$ cat src/rtl/axi_ram_fifo_bist_pkg.sv
// rtl/axi_ram_fifo_bist_pkg.sv - shared state encoding and lane width for the FIFO BIST
package axi_ram_fifo_bist_pkg;

    localparam int LANE_W = 32;

    typedef enum logic [1:0] {
        ST_IDLE    = 2'd0,
        ST_TX      = 2'd1,
        ST_WAIT_RX = 2'd2,
        ST_DONE    = 2'd3
    } state_t;

endpackage

$ cat src/rtl/axi_ram_fifo_bist_pattern.sv
// rtl/axi_ram_fifo_bist_pattern.sv - word index to test pattern (lane k = index + k)
module axi_ram_fifo_bist_pattern
    import axi_ram_fifo_bist_pkg::*;
#(
    parameter int DATA_W  = 64,
    parameter int COUNT_W = 32
) (
    input  logic [COUNT_W-1:0] index_i,
    output logic [DATA_W-1:0]  pattern_o
);

    logic [LANE_W-1:0] base;

    always_comb begin
        base = '0;
        for (int b = 0; b < COUNT_W && b < LANE_W; b++) begin
            base[b] = index_i[b];
        end
        pattern_o = '0;
        for (int k = 0; k < DATA_W / LANE_W; k++) begin
            pattern_o[k*LANE_W +: LANE_W] = base + LANE_W'(k);
        end
    end

endmodule

$ cat src/rtl/axi_ram_fifo_bist.sv
// rtl/axi_ram_fifo_bist.sv - stream generator/checker BIST around an external FIFO
// Optional cycle counter: define AXI_RAM_FIFO_BIST_CYCLE_COUNT_EN.
module axi_ram_fifo_bist
    import axi_ram_fifo_bist_pkg::*;
#(
    parameter int DATA_W  = 64,
    parameter int COUNT_W = 32,
    parameter int PKT_W   = 16
) (
    input  logic               clk,
    input  logic               rst_n,
    input  logic               start,
    input  logic               stop,
    input  logic               continuous,
    input  logic [COUNT_W-1:0] num_words,
    input  logic [PKT_W-1:0]   pkt_words,
    output logic [DATA_W-1:0]  m_tdata,
    output logic               m_tlast,
    output logic               m_tvalid,
    input  logic               m_tready,
    input  logic [DATA_W-1:0]  s_tdata,
    input  logic               s_tlast,
    input  logic               s_tvalid,
    output logic               s_tready,
    output logic               running,
    output logic               done,
    output logic               error,
    output logic [COUNT_W-1:0] tx_count,
    output logic [COUNT_W-1:0] rx_count,
    output logic [COUNT_W-1:0] err_count,
    output logic [COUNT_W-1:0] cycle_count
);

    state_t             state_q, state_d;
    logic [COUNT_W-1:0] tx_cnt_q, rx_cnt_q, err_cnt_q, num_words_q;
    logic [PKT_W-1:0]   pkt_words_q, tx_pos_q, rx_pos_q;
    logic               cont_q, stop_q, error_q, s_tready_q;

    logic [DATA_W-1:0]  tx_pattern, rx_pattern;
    logic               start_ok, m_hs, s_hs;
    logic               tx_last_pkt, tx_end_word, tx_last;
    logic               rx_last_pkt, rx_last_exp, rx_bad;

    axi_ram_fifo_bist_pattern #(.DATA_W(DATA_W), .COUNT_W(COUNT_W)) u_tx_pattern (
        .index_i   (tx_cnt_q),
        .pattern_o (tx_pattern)
    );

    axi_ram_fifo_bist_pattern #(.DATA_W(DATA_W), .COUNT_W(COUNT_W)) u_rx_pattern (
        .index_i   (rx_cnt_q),
        .pattern_o (rx_pattern)
    );

    assign start_ok    = start && (state_q == ST_IDLE || state_q == ST_DONE);
    assign m_hs        = (state_q == ST_TX) && m_tready;
    assign s_hs        = s_tvalid && s_tready_q;

    // The num_words boundary only applies to bounded runs; continuous runs end on packets.
    assign tx_last_pkt = (tx_pos_q == pkt_words_q - PKT_W'(1));
    assign tx_end_word = !cont_q && (tx_cnt_q == num_words_q - COUNT_W'(1));
    assign tx_last     = tx_last_pkt || tx_end_word;

    assign rx_last_pkt = (rx_pos_q == pkt_words_q - PKT_W'(1));
    assign rx_last_exp = rx_last_pkt || (!cont_q && (rx_cnt_q == num_words_q - COUNT_W'(1)));
    assign rx_bad      = (state_q == ST_IDLE) || (state_q == ST_DONE)
                      || (s_tdata != rx_pattern) || (s_tlast != rx_last_exp);

    always_comb begin
        state_d = state_q;
        case (state_q)
            ST_IDLE, ST_DONE: begin
                if (start) begin
                    state_d = (continuous || num_words != '0) ? ST_TX : ST_WAIT_RX;
                end
            end
            ST_TX: begin
                if (m_hs && (cont_q ? (tx_last_pkt && (stop_q || stop)) : tx_end_word)) begin
                    state_d = ST_WAIT_RX;
                end
            end
            ST_WAIT_RX: begin
                if (rx_cnt_q == tx_cnt_q) begin
                    state_d = ST_DONE;
                end
            end
            default: state_d = ST_IDLE;
        endcase
    end

    always_ff @(posedge clk) begin
        if (!rst_n) begin
            state_q     <= ST_IDLE;
            tx_cnt_q    <= '0;
            rx_cnt_q    <= '0;
            err_cnt_q   <= '0;
            num_words_q <= '0;
            pkt_words_q <= PKT_W'(1);
            tx_pos_q    <= '0;
            rx_pos_q    <= '0;
            cont_q      <= 1'b0;
            stop_q      <= 1'b0;
            error_q     <= 1'b0;
            s_tready_q  <= 1'b0;
        end else begin
            state_q    <= state_d;
            s_tready_q <= 1'b1;
            if (start_ok) begin
                tx_cnt_q    <= '0;
                rx_cnt_q    <= '0;
                err_cnt_q   <= '0;
                error_q     <= 1'b0;
                tx_pos_q    <= '0;
                rx_pos_q    <= '0;
                stop_q      <= 1'b0;
                num_words_q <= num_words;
                pkt_words_q <= (pkt_words == '0) ? PKT_W'(1) : pkt_words;
                cont_q      <= continuous;
            end else begin
                if (m_hs) begin
                    tx_cnt_q <= tx_cnt_q + COUNT_W'(1);
                    tx_pos_q <= tx_last_pkt ? '0 : tx_pos_q + PKT_W'(1);
                end
                if (stop && state_q == ST_TX) begin
                    stop_q <= 1'b1;
                end
                if (s_hs) begin
                    rx_cnt_q <= rx_cnt_q + COUNT_W'(1);
                    rx_pos_q <= rx_last_pkt ? '0 : rx_pos_q + PKT_W'(1);
                    if (rx_bad) begin
                        error_q <= 1'b1;
                        if (err_cnt_q != '1) begin
                            err_cnt_q <= err_cnt_q + COUNT_W'(1);
                        end
                    end
                end
            end
        end
    end

    assign m_tvalid  = (state_q == ST_TX);
    assign m_tdata   = m_tvalid ? tx_pattern : '0;
    assign m_tlast   = m_tvalid && tx_last;
    assign s_tready  = s_tready_q;
    assign running   = (state_q == ST_TX) || (state_q == ST_WAIT_RX);
    assign done      = (state_q == ST_DONE);
    assign error     = error_q;
    assign tx_count  = tx_cnt_q;
    assign rx_count  = rx_cnt_q;
    assign err_count = err_cnt_q;

`ifdef AXI_RAM_FIFO_BIST_CYCLE_COUNT_EN
    logic [COUNT_W-1:0] cycle_cnt_q;

    always_ff @(posedge clk) begin
        if (!rst_n) begin
            cycle_cnt_q <= '0;
        end else if (start_ok) begin
            cycle_cnt_q <= '0;
        end else if (running && cycle_cnt_q != '1) begin
            cycle_cnt_q <= cycle_cnt_q + COUNT_W'(1);
        end
    end

    assign cycle_count = cycle_cnt_q;
`else
    assign cycle_count = '0;
`endif

endmodule

$ cat config.mk
export PLATFORM = sky130hd
export DESIGN_NAME = axi_ram_fifo_bist
export DESIGN_NICKNAME = d
export VERILOG_FILES = /design/src/rtl/axi_ram_fifo_bist_pkg.sv /design/src/rtl/axi_ram_fifo_bist_pattern.sv /design/src/rtl/axi_ram_fifo_bist.sv
export SDC_FILE = /design/constraint.sdc
export NUM_CORES = 1
export LEC_CHECK = 0
export CORE_ASPECT_RATIO = 0.5
export CORE_MARGIN = 4
export CORE_UTILIZATION = 52
export CTS_CLUSTER_SIZE = 30
export DETAILED_ROUTE_END_ITERATION = 16
export PLACE_DENSITY = 0.82
export SETUP_SLACK_MARGIN = 0.02
export SYNTH_ARGS = -nofsm -noshare
export SYNTH_HDL_FRONTEND = slang
export SYNTH_HIERARCHICAL = 1
export SYNTH_SLANG_ARGS = --single-unit
$ cat constraint.sdc
create_clock -name clk -period 5.45 [get_ports clk]
set_input_delay 1.3625 -clock clk [delete_from_list [all_inputs] [get_ports clk]]
set_output_delay 1.3625 -clock clk [all_outputs]
set_load 0.01 [all_outputs]
==> results.md, run 1 <==
* Outcome: completed
* Pins over their slew limit at 0
* Final #Nets at 2156
* Worst hold path class: flop to flop
* CTS tree: built
* Clock power frac at 0.263
* Fmax at around 190 MHz
* Max IR drop VDD at 0.191 mV
* Slew margin rel. at 0.269
* Finish-stage setup viols at 0
* Full die area at 30700 sq um
* PnR worst setup slack at 0.183 ns
* Root Driver: clkbuf_16
* Setup TNS at 0 ns
* Via count at 14200
* Area leader, netlist: dfxtp_1
* Synthesized area per cell at 7.99 sq um
* NetSw at about 1.9 mW
* Post-synth EDFFs at 0
* Vias in the first global route at 13000
* Hold_ws at about 0.47 ns
* Top cells by area, synth: dfxtp_1, xor2_1, xnor2_1, buf_4, nor2_1
* Sw Share at 0.386
* I/O pin cnt at 318
* Depth of the worst hold-timing path at 1
* H-tree depth at 4
* Layout cells sized above 1 at 0.0893
* Hold path endpoint: error$_SDFFE_PP0P_
* Die width at 244 um
* DP HPWL at 36800 um
* Period minus WS final at 5.27 ns
* Worst skew pair latency at 0.46 ns
* Max cap viols at 0
* Endpoints failing hold at 0
* IO Port Bufs at roughly 290
* Worst reg2reg path endpoint: err_count[25]$_SDFFE_PP0P_
* CTS Buf Count at 17
* Largest fanout on the critical path at 9
* Antenna-violating nets left at 0
* Reg2reg start: rx_count[0]$_SDFFE_PP0P_
* TritonRoute pass-1 iters at 6
* Hold path startpoint: error$_SDFFE_PP0P_
* Core ar. at roughly 27000 sq um
* Syn-to-layout area delta at 24.7%
* Final worst-path cycle share at 0.966
* Total congestion overflow at 0
* FF-to-FF path depth at 17
* Asr flop ratio synth at 0
* Vias per Instance at 5.90
* Yosys warning count at 6
* Synth Register Bits at 182
* Reg power frac at 0.316
* Synth Cell Area at 14500 sq um
* Gate power share at 0.421
* Worst slack at placement at 0.122 ns
* Crit end category: output port
* Initial antenna violation count at 0
* Lkg Pwr at 7.07 nW
* Worst Max-Slew Pin Slew at 1.09 ns
* CTS clock-pin slew for the worst setup and hold paths at approximately 0.080 ns
* Internal power at approximately 3.0 mW
* Critical path class: flop to output port
* DR iter-0 viols at 1435
* Share of the synthesized area in the top cell type at 0.252
* Cells after synthesis at 1809
* Clock buffer depth at 2
* RD Place Congestion at 1.03
* Drt drc at 0
* CTS sink cnt at between 150 and 200
* Largest net degree at the start of global routing at between 60 and 70
* Row cnt at 42
* R2R setup slack at 0.68 ns
* Postcts setup bufs at 0
* First-pass GRT wire length at 74300 um
* Drt total wl at 48300 um
* Startpoint types: flop
* PwrDens at 272 nW/um^2
* GRT Total Usage at 0.302
* Arr. time, crit path at a little under 4 ns
* Initial Util at 0.538
* Final Skew at 0.0117 ns
* Netlist cell types at 82
* Sequential share of the synthesized area at 0.252
* Wire length per cell at 20.0 um
* Dpl cell area at 17400 sq um
* WP data required at 4.09 ns
* RSZ-0062 raised after global routing: false
* Die Y at 126 um
* Inserted Diodes at 0
* Post-synth top flop: dfxtp_1
* Post-layout instance area at 18000 sq um
synth_stat cells (8+ instances only):
cell and count:
a2111oi_0 8, a21oi_1 44, a22o_1 41, and2_1 71, and3_1 44, and4_1 22
buf_2 14, buf_4 99, clkbuf_1 90, dfxtp_1 182, ha_1 12, inv_1 43
nand2_1 120, nand2b_1 20, nand3_1 78, nand4_1 65, nor2_1 129, nor2b_1 29
nor3_1 33, nor3b_1 8, nor4_1 58, nor4_2 9, o211ai_1 11, o21ai_0 56
or2_2 9, or3_1 37, or4_1 31, xnor2_1 114, xnor3_1 13, xor2_1 202
per-layer routing:
| metal | routed length [um] | track usage |
|---|---|---|
| met1 | 20100 | 0.398 |
| met2 | 22200 | 0.486 |
| met3 | 4490 | 0.0726 |
| met4 | 1530 | 0.109 |
| met5 | 0 | 0 |
stage by stage:
step | instances | utilization | power [mW]
after global routing | 2411 | 0.670 | 5.14
after CTS | 2411 | 0.669 | 4.84
final | 2411 | 0.670 | 4.90
after floorplan | 1840 | - | 2.89
after global placement | 2379 | 0.646 | 3.54
after detailed placement | 2379 | 0.646 | 3.55
power by group through the flow:
| stage | Sequential (mW) | Clock [mW] | Combinational, mW |
|---|---|---|---|
| after CTS | 1.54 | 1.30 | 2.00 |
| after global routing | 1.56 | 1.36 | 2.22 |
| after global placement | 1.57 | 0 | 1.97 |
| after floorplan | 1.52 | 0 | 1.37 |
| final | 1.55 | 1.29 | 2.06 |
| after detailed placement | 1.57 | 0 | 1.97 |
kinds of logic after synthesis:
group	share of synthesized area
AOI/OAI and AO/OA	0.109
other	0.000259
adders and majority gates	0.0104
xor gates and xnor gates	0.215
DFF	0.252
and+or+nand+nor	0.312
muxes	0.00355
buffers and inverters	0.0972
state kept, by name, indices dropped and copies added, names as in the netlist:
register and flops:
err_count 32, tx_count 32, rx_count 32, state_q 2
stop_q 1, s_tready 1, rx_pos_q 16, cont_q 1
tx_pos_q 16, error 1, pkt_words_q 16, num_words_q 32
worst max-delay path by stage:
stage	startpoint	end	slack, ns	cells after the start
2_1_floorplan	num_words_q[2]$_SDFFE_PN0P_	m_tlast	0.64	10
3_3_place_gp	num_words_q[0]$_SDFFE_PN0P_	m_tlast	0.14	10
3_5_place_dp	num_words_q[0]$_SDFFE_PN0P_	m_tlast	0.12	12
4_1_cts	num_words_q[0]$_SDFFE_PN0P_	m_tlast	0.03	10
5_1_grt	num_words_q[0]$_SDFFE_PN0P_	m_tlast	0.06	11
6_report	num_words_q[0]$_SDFFE_PN0P_	m_tlast	0.18	11
critical path, stage by stage (launching register included):
cell and delay [ns]:
dfxtp_1 0.32, or4_1 0.56, or4_4 0.52, buf_4 0.19, buf_4 0.17, nor2_1 0.13
xnor2_1 0.13, nand3_1 0.08, or4_1 0.56, or3_4 0.44, a21oi_2 0.18, clkbuf_2 0.15
area by class of cell:
type                            instances  area, sq um
Clock inverter                         15          188
Tap cell                              374          468
Multi-Input combinational cell       1401         9580
Clock buffer                           17          425
Sequential cell                       182         3640
Timing Repair Buffer                  379         3570
Fill cell                            2260         8870
Inverter                               43          161
layout by cell type, fill, tap and decap left out, drive strengths merged, types with 22 or more instances in the layout:
master         count
clkdlybuf4s50    284
xor2             202
dfxtp            182
nor2             130
nand2            123
xnor2            114
buf               94
nand3             84
and2              72
nor4              67
nand4             66
o21ai             60
inv               49
and3              44
a21oi             44
a22o              41
or3               38
nor3              34
or4               33
conb              32
nor2b             29
and4              22
repair_timing:
item / CTS / global route
gates resized for setup: 5 / 7
hold buffers: 0 / 0
endpoints found under the setup margin: 1 / 1
pin swaps: 0 / 1
(Power assumes the default switching activity.)
==> run 2, diff against run 1 <==
--- a/config.mk
+++ b/config.mk
@@ -5,12 +5,14 @@
 export SDC_FILE = /design/constraint.sdc
 export NUM_CORES = 1
 export LEC_CHECK = 0
+export CAP_MARGIN = 10
 export CORE_ASPECT_RATIO = 0.5
 export CORE_MARGIN = 4
 export CORE_UTILIZATION = 52
 export CTS_CLUSTER_SIZE = 30
 export DETAILED_ROUTE_END_ITERATION = 16
 export PLACE_DENSITY = 0.82
+export RECOVER_POWER = 50
 export SETUP_SLACK_MARGIN = 0.02
 export SYNTH_ARGS = -nofsm -noshare
 export SYNTH_HDL_FRONTEND = slang
==> results.md, run 2 (synthesis gave the netlist of run 1 again) <==
* Outcome: complete, but fails checks
* Violated checks: max-capacitance violations, max-slew violations
* Syn-to-layout area delta at 24.0%
* Hold_ws at 0.467 ns (-0.00503 ns)
* Commonest cells after routing, fill and taps aside: clkdlybuf4s50_1, xor2_1, dfxtp_1
* Finish-stage setup viols at 0 (unchanged)
* Vias per Instance at 5.90 (unchanged)
* Total congestion overflow at 0 (unchanged)
* Gate power share at 0.421 (about the same)
* Initial antenna violation count at 0 (unchanged)
* Clock power frac at 0.264 (about the same)
* Setup TNS at 0 ns (unchanged)
* GRT Total Usage at 0.302 (unchanged)
* Sw Share at 0.387 (+0.000732)
* Commonest non-fill, non-tap cell in the layout: clkdlybuf4s50_1
* Largest net degree at the start of global routing at 68 (unchanged)
* Worst Max-Slew Pin Slew at 2.37 ns (+1.28 ns)
* Inserted Diodes at 0 (unchanged)
* Endpoints failing hold at 0 (unchanged)
* Vias in the first global route at 13000 (unchanged)
* Initial Util at 0.538 (unchanged)
* Worst skew pair latency at 0.46 ns (about the same)
* RD Place Congestion at 1.03 (unchanged)
* Full die area at 30700 sq um (unchanged)
* Lkg Pwr at 7.19 nW (+1.7%)
* I/O pin cnt at 318 (unchanged)
* Slew margin rel. at -0.583 (-0.853)
* Die Y at 126 um (unchanged)
* DP HPWL at 36800 um (unchanged)
* IO Port Bufs at 285 (unchanged)
* Crit-path cells: or4_1 > or4_4 > buf_4 > buf_4 > nor2_1 > xnor2_1 > nand3_1 > or4_1 > or3_4 > a21oi_2 > clkbuf_2
* Overall power at 4.90 mW (about the same)
* Max stage delay on crit path at 0.56 ns (about the same)
* PnR worst setup slack at 0.194 ns (+0.0105 ns)
* Max IR drop VDD at 0.193 mV (+0.82%)
* R2R setup slack at 0.32 ns (-0.36 ns)
* Cts hold-fix bufs at 0 (unchanged)
* Crit end category: output port
* Largest fanout on the critical path at 9 (unchanged)
* Via count at 14200 (unchanged)
* CTS sink cnt at 182 (unchanged)
* Internal power at 3.01 mW (about the same)
* H-tree depth at 4 (unchanged)
* Antenna-violating nets left at 0 (unchanged)
* CTS tree: built
* Reg power frac at 0.315 (about the same)
* DR iter-0 viols at 1452 (+1.2%)
* Fmax at 190 MHz (+0.20%)
* Register Area at 3640 sq um (unchanged)
* Final Skew at 0.0134 ns (+0.00176 ns)
* WP data required at 4.09 ns (about the same)
* NetSw at 1.90 mW (+0.28%)
* Max cap viols at 2 (+2)
* Final #Nets at 2156 (unchanged)
* Die width at 244 um (unchanged)
* Row cnt at 42 (unchanged)
* Filler instances at 2282 (+0.97%)
* Root Driver: clkbuf_16
* CP delay by family, top: simple AND/OR/NAND/NOR gates
* Critical path class: flop to output port
* Clock buffer depth at 2 (unchanged)
* RSZ-0062 raised after global routing: false
* Period minus WS final at 5.26 ns (-0.0105 ns)
* Startpoint types: flop
* Multi-input logic area at 9570 sq um (about the same)
* Drt drc at 0 (unchanged)
* First-pass GRT wire length at 74300 um (unchanged)
* Bufs and invs on worst path at 3 (unchanged)
* Drt total wl at 48400 um (about the same)
* Worst slack at placement at 0.122 ns (unchanged)
* Final worst-path cycle share at 0.964 (-0.00193)
* CTS Buf Count at 17 (unchanged)
* Dpl cell area at 17400 sq um (unchanged)
* Worst hold path class: flop to flop
* Layout cells sized above 1 at 0.0771 (-0.0123)
* PwrDens at 273 nW/um^2 (+0.65%)
* Arr. time, crit path at 3.89 ns (about the same)
* TritonRoute pass-1 iters at 5 (-1)
* Wire length per cell at 20.1 um (about the same)
* Post-layout instance area at 17900 sq um (-0.56%)
* Worst path slowest cell: or4_1
* CTS clock-pin slew for the worst setup and hold paths at 0.08 ns (about the same)
* Core ar. at 26900 sq um (unchanged)
* Pins over their slew limit at 115 (+115)
[run 2: cell type report]
cell class / count / share of cell area
clock buffers: 17 / 0.0237
repair buffers: 379 / 0.194
well taps: 374 / 0.0261
flip-flops and latches: 182 / 0.203
clock inverters: 15 / 0.0105
inverters: 43 / 0.00900
multi-input cells: 1401 / 0.534
[run 2: final timing paths]
kind,startpoint,end,cells after the start
worst max-delay path,num_words_q[0]$_SDFFE_PN0P_,m_tlast,11
worst min-delay path,error$_SDFFE_PP0P_,error$_SDFFE_PP0P_,1
worst max register to register,rx_count[24]$_SDFFE_PP0P_,err_count[2]$_SDFFE_PP0P_,17
worst min register to register,error$_SDFFE_PP0P_,error$_SDFFE_PP0P_,1
[run 2: metrics by stage]
step / util / cells
2_1_floorplan: - / 1840
4_1_cts: 0.669 / 2411
3_3_place_gp: 0.646 / 2379
3_5_place_dp: 0.646 / 2379
6_report: 0.666 / 2411
5_1_grt: 0.666 / 2411
[run 2: what timing repair did]
| action | CTS | global route |
|---|---|---|
| resized for setup | 5 | 7 |
| buffers inserted | 0 | 0 |
| pin swaps | 0 | 1 |
| cloned | 0 | 0 |
| endpoints found under the setup margin | 1 | 1 |
[run 2: worst register-to-register path, delay by kind of cell, from the launching register on]
| family | cells | cell delay [ns] |
|---|---|---|
| and+or+nand+nor | 10 | 2.97 |
| buffers and inverters | 3 | 1.01 |
| xor gates and xnor gates | 2 | 0.45 |
| DFF | 1 | 0.31 |
| AOI/OAI and AO/OA | 2 | 0.16 |
[run 2: routing by layer]
metal	vias to the layer above	global-route usage	share of wire
li1	6689	-	-
met3	97	0.0726	0.090
met4	0	0.109	0.029
met1	6808	0.398	0.42
met5	-	0	0
met2	635	0.486	0.46
[run 2: power by group through the flow]
stage / Clock (mW) / Sequential, mW / Combinational (mW)
after floorplan: 0 / 1.52 / 1.37
after global placement: 0 / 1.57 / 1.97
after detailed placement: 0 / 1.57 / 1.97
after CTS: 1.30 / 1.54 / 2.00
after global routing: 1.36 / 1.56 / 2.21
final: 1.29 / 1.55 / 2.06
==> run 3, diff against run 2 <==
--- a/config.mk
+++ b/config.mk
@@ -14,6 +14,8 @@
 export PLACE_DENSITY = 0.82
 export RECOVER_POWER = 50
 export SETUP_SLACK_MARGIN = 0.02
+export SKIP_LAST_GASP = 1
+export SLEW_MARGIN = 20
 export SYNTH_ARGS = -nofsm -noshare
 export SYNTH_HDL_FRONTEND = slang
 export SYNTH_HIERARCHICAL = 1
==> results.md, run 3 (synthesis gave the netlist of run 1 again) <==
* Hold path startpoint: error$_SDFFE_PP0P_
* DP HPWL at 36800 um (unchanged)
* Non-filler cells, final at 2411 (unchanged)
* TritonRoute pass-1 iters at 6 (+1)
* Worst Setup EP: m_tlast
* Worst path slowest cell: or4_1
* Critical Path Source: num_words_q[0]$_SDFFE_PN0P_
* Worst slack at placement at 0.122 ns (unchanged)
* Worst Max-Slew Pin Slew at 2.36 ns (-0.00520 ns)
* Layout cells sized above 1 at 0.0776 (+0.000491)
* Commonest cells after routing, fill and taps aside: clkdlybuf4s50_1, xor2_1, dfxtp_1
* Crit end category: output port
* PwrDens at 273 nW/um^2 (-0.11%)
* Max IR drop VDD at 0.192 mV (-0.30%)
* I/O pin cnt at 318 (unchanged)
* Fmax at 191 MHz (+0.30%)
* Lkg Pwr at 7.19 nW (about the same)
* DR iter-0 viols at 1425 (-1.9%)
* CTS tree: built
* FF-to-FF path depth at 17 (unchanged)
* Pins over their slew limit at 115 (unchanged)
* Arr. time, crit path at 3.88 ns (about the same)
* Die width at 244 um (unchanged)
* Worst skew pair latency at 0.46 ns (about the same)
* CP delay by family, top: simple AND/OR/NAND/NOR gates
* Largest net degree at the start of global routing at 68 (unchanged)
* Startpoint types: flop
* Row cnt at 42 (unchanged)
* Crit-path cells: or4_1 > or4_4 > or4_4 > xnor2_1 > nand4_1 > or4_1 > or3_4 > a21oi_2 > clkbuf_2
* Cts hold-fix bufs at 0 (unchanged)
* Initial Util at 0.538 (unchanged)
* Period minus WS final at 5.24 ns (-0.0158 ns)
* Drt total wl at 48300 um (-0.18%)
* Worst reg2reg path endpoint: err_count[2]$_SDFFE_PP0P_
* WP data required at 4.09 ns (about the same)
* Final worst-path cycle share at 0.962 (-0.00290)
* Commonest non-fill, non-tap cell in the layout: clkdlybuf4s50_1
* CTS sink cnt at 182 (unchanged)
* Inserted Diodes at 0 (unchanged)
* IO Port Bufs at 285 (unchanged)
* Clock buffer depth at 2 (unchanged)
* Largest fanout on the critical path at 2 (-7)
* RD Place Congestion at 1.03 (unchanged)
* First-pass GRT wire length at 74300 um (unchanged)
* Worst hold path class: flop to flop
* Core ar. at 26900 sq um (unchanged)
* Total congestion overflow at 0 (unchanged)
* Syn-to-layout area delta at 24.0% (about the same)
* Hold_ws at 0.466 ns (-0.000637 ns)
* Final #Nets at 2156 (unchanged)
* DP Cell Count at 2379 (unchanged)
* Filler instances at 2280 (-0.088%)
* Violated checks: max-capacitance violations, max-slew violations
* Finish-stage setup viols at 0 (unchanged)
* Endpoints failing hold at 0 (unchanged)
* Reg2reg start: rx_count[26]$_SDFFE_PP0P_
* Wire length per cell at 20.0 um (-0.18%)
* Postcts setup bufs at 0 (unchanged)
* CTS Buf Count at 17 (unchanged)
* Bufs and invs on worst path at 1 (-2)
* Full die area at 30700 sq um (unchanged)
* Stages on worst setup path at 9 (-2)
* GRT Total Usage at 0.302 (unchanged)
* Initial antenna violation count at 0 (unchanged)
* Overall power at 4.90 mW (about the same)
* R2R setup slack at 0.38 ns (+0.06 ns)
* CTS clock-pin slew for the worst setup and hold paths at 0.08 ns (about the same)
* Slew margin rel. at -0.580 (+0.00348)
* Max cap viols at 2 (unchanged)
* RSZ-0062 raised after global routing: false
* Critical path class: flop to output port
* Vias per Instance at 5.88 (-0.39%)
* Max stage delay on crit path at 0.56 ns (about the same)
* Antenna-violating nets left at 0 (unchanged)
* Drt drc at 0 (unchanged)
* Final Skew at 0.0111 ns (-0.00232 ns)
* Die Y at 126 um (unchanged)
* Root Driver: clkbuf_16
* PnR worst setup slack at 0.209 ns (+0.0158 ns)
* Outcome: complete, but fails checks
* Setup TNS at 0 ns (unchanged)
* H-tree depth at 4 (unchanged)
* Vias in the first global route at 13000 (unchanged)
* Via count at 14200 (-0.39%)
==> run 3: cell counts in the layout (fill, tap and decap cells not counted) <==
Identical to the previous run, type by type.
==> run 3: worst min path at each step <==
stage | end | slack [ns] | cells past startpoint
2_1_floorplan | stop_q$_SDFFE_PP0P_ | 0.44 | 2
5_1_grt | error$_SDFFE_PP0P_ | 0.49 | 1
3_3_place_gp | stop_q$_SDFFE_PP0P_ | 0.45 | 2
6_report | error$_SDFFE_PP0P_ | 0.47 | 1
3_5_place_dp | error$_SDFFE_PP0P_ | 0.46 | 1
4_1_cts | error$_SDFFE_PP0P_ | 0.48 | 1
==> run 3: timing repair <==
action | CTS | global route
pin swaps | 0 | 1
gates resized for setup | 5 | 7
setup endpoints to repair | 1 | 1
==> run 3: cell type report <==
| cell class | instances | area (sq um) | share of cell area |
|---|---|---|---|
| Sequential cell | 182 | 3640 | 0.203 |
| Multi-Input combinational cell | 1401 | 9580 | 0.534 |
| Inverter | 43 | 161 | 0.00900 |
| Clock buffer | 17 | 425 | 0.0237 |
| Timing Repair Buffer | 379 | 3470 | 0.194 |
| Tap cell | 374 | 468 | 0.0261 |
| Clock inverter | 15 | 188 | 0.0105 |
==> run 3: through the flow <==
stage / utilization / instance area, sq um
final: 0.667 / 17900
after global routing: 0.667 / 17900
after CTS: 0.669 / 18000
after detailed placement: 0.646 / 17400
after global placement: 0.646 / 17400
after floorplan: - / 14600
==> run 3: power by group <==
group	internal, mW	switching, mW
clock network	0.696	0.595
logic	0.891	1.17
registers	1.42	0.127
==> run 3: worst reg2reg max path: stages (launching register included) <==
cell and delay (ns):
dfxtp_1 0.31, clkbuf_1 0.64, and4_1 0.36, nand2_1 0.08
nor4_1 0.30, xor2_1 0.33, xor2_1 0.11, nor3_1 0.34
nand3_1 0.18, or4_1 0.45, nor3_1 0.39, buf_4 0.23
nor4b_1 0.43, a311oi_4 0.10, nand2_4 0.19, buf_4 0.23
or3_1 0.13, a21oi_1 0.06
==> run 3: routing by layer <==
metal  track usage  vias to the layer above  wire, um
met5             0                        -         0
met4         0.109                        0      1450
met3        0.0726                       91      4350
met2         0.486                      646     22400
met1         0.398                     6754     20100
li1              -                     6682         -
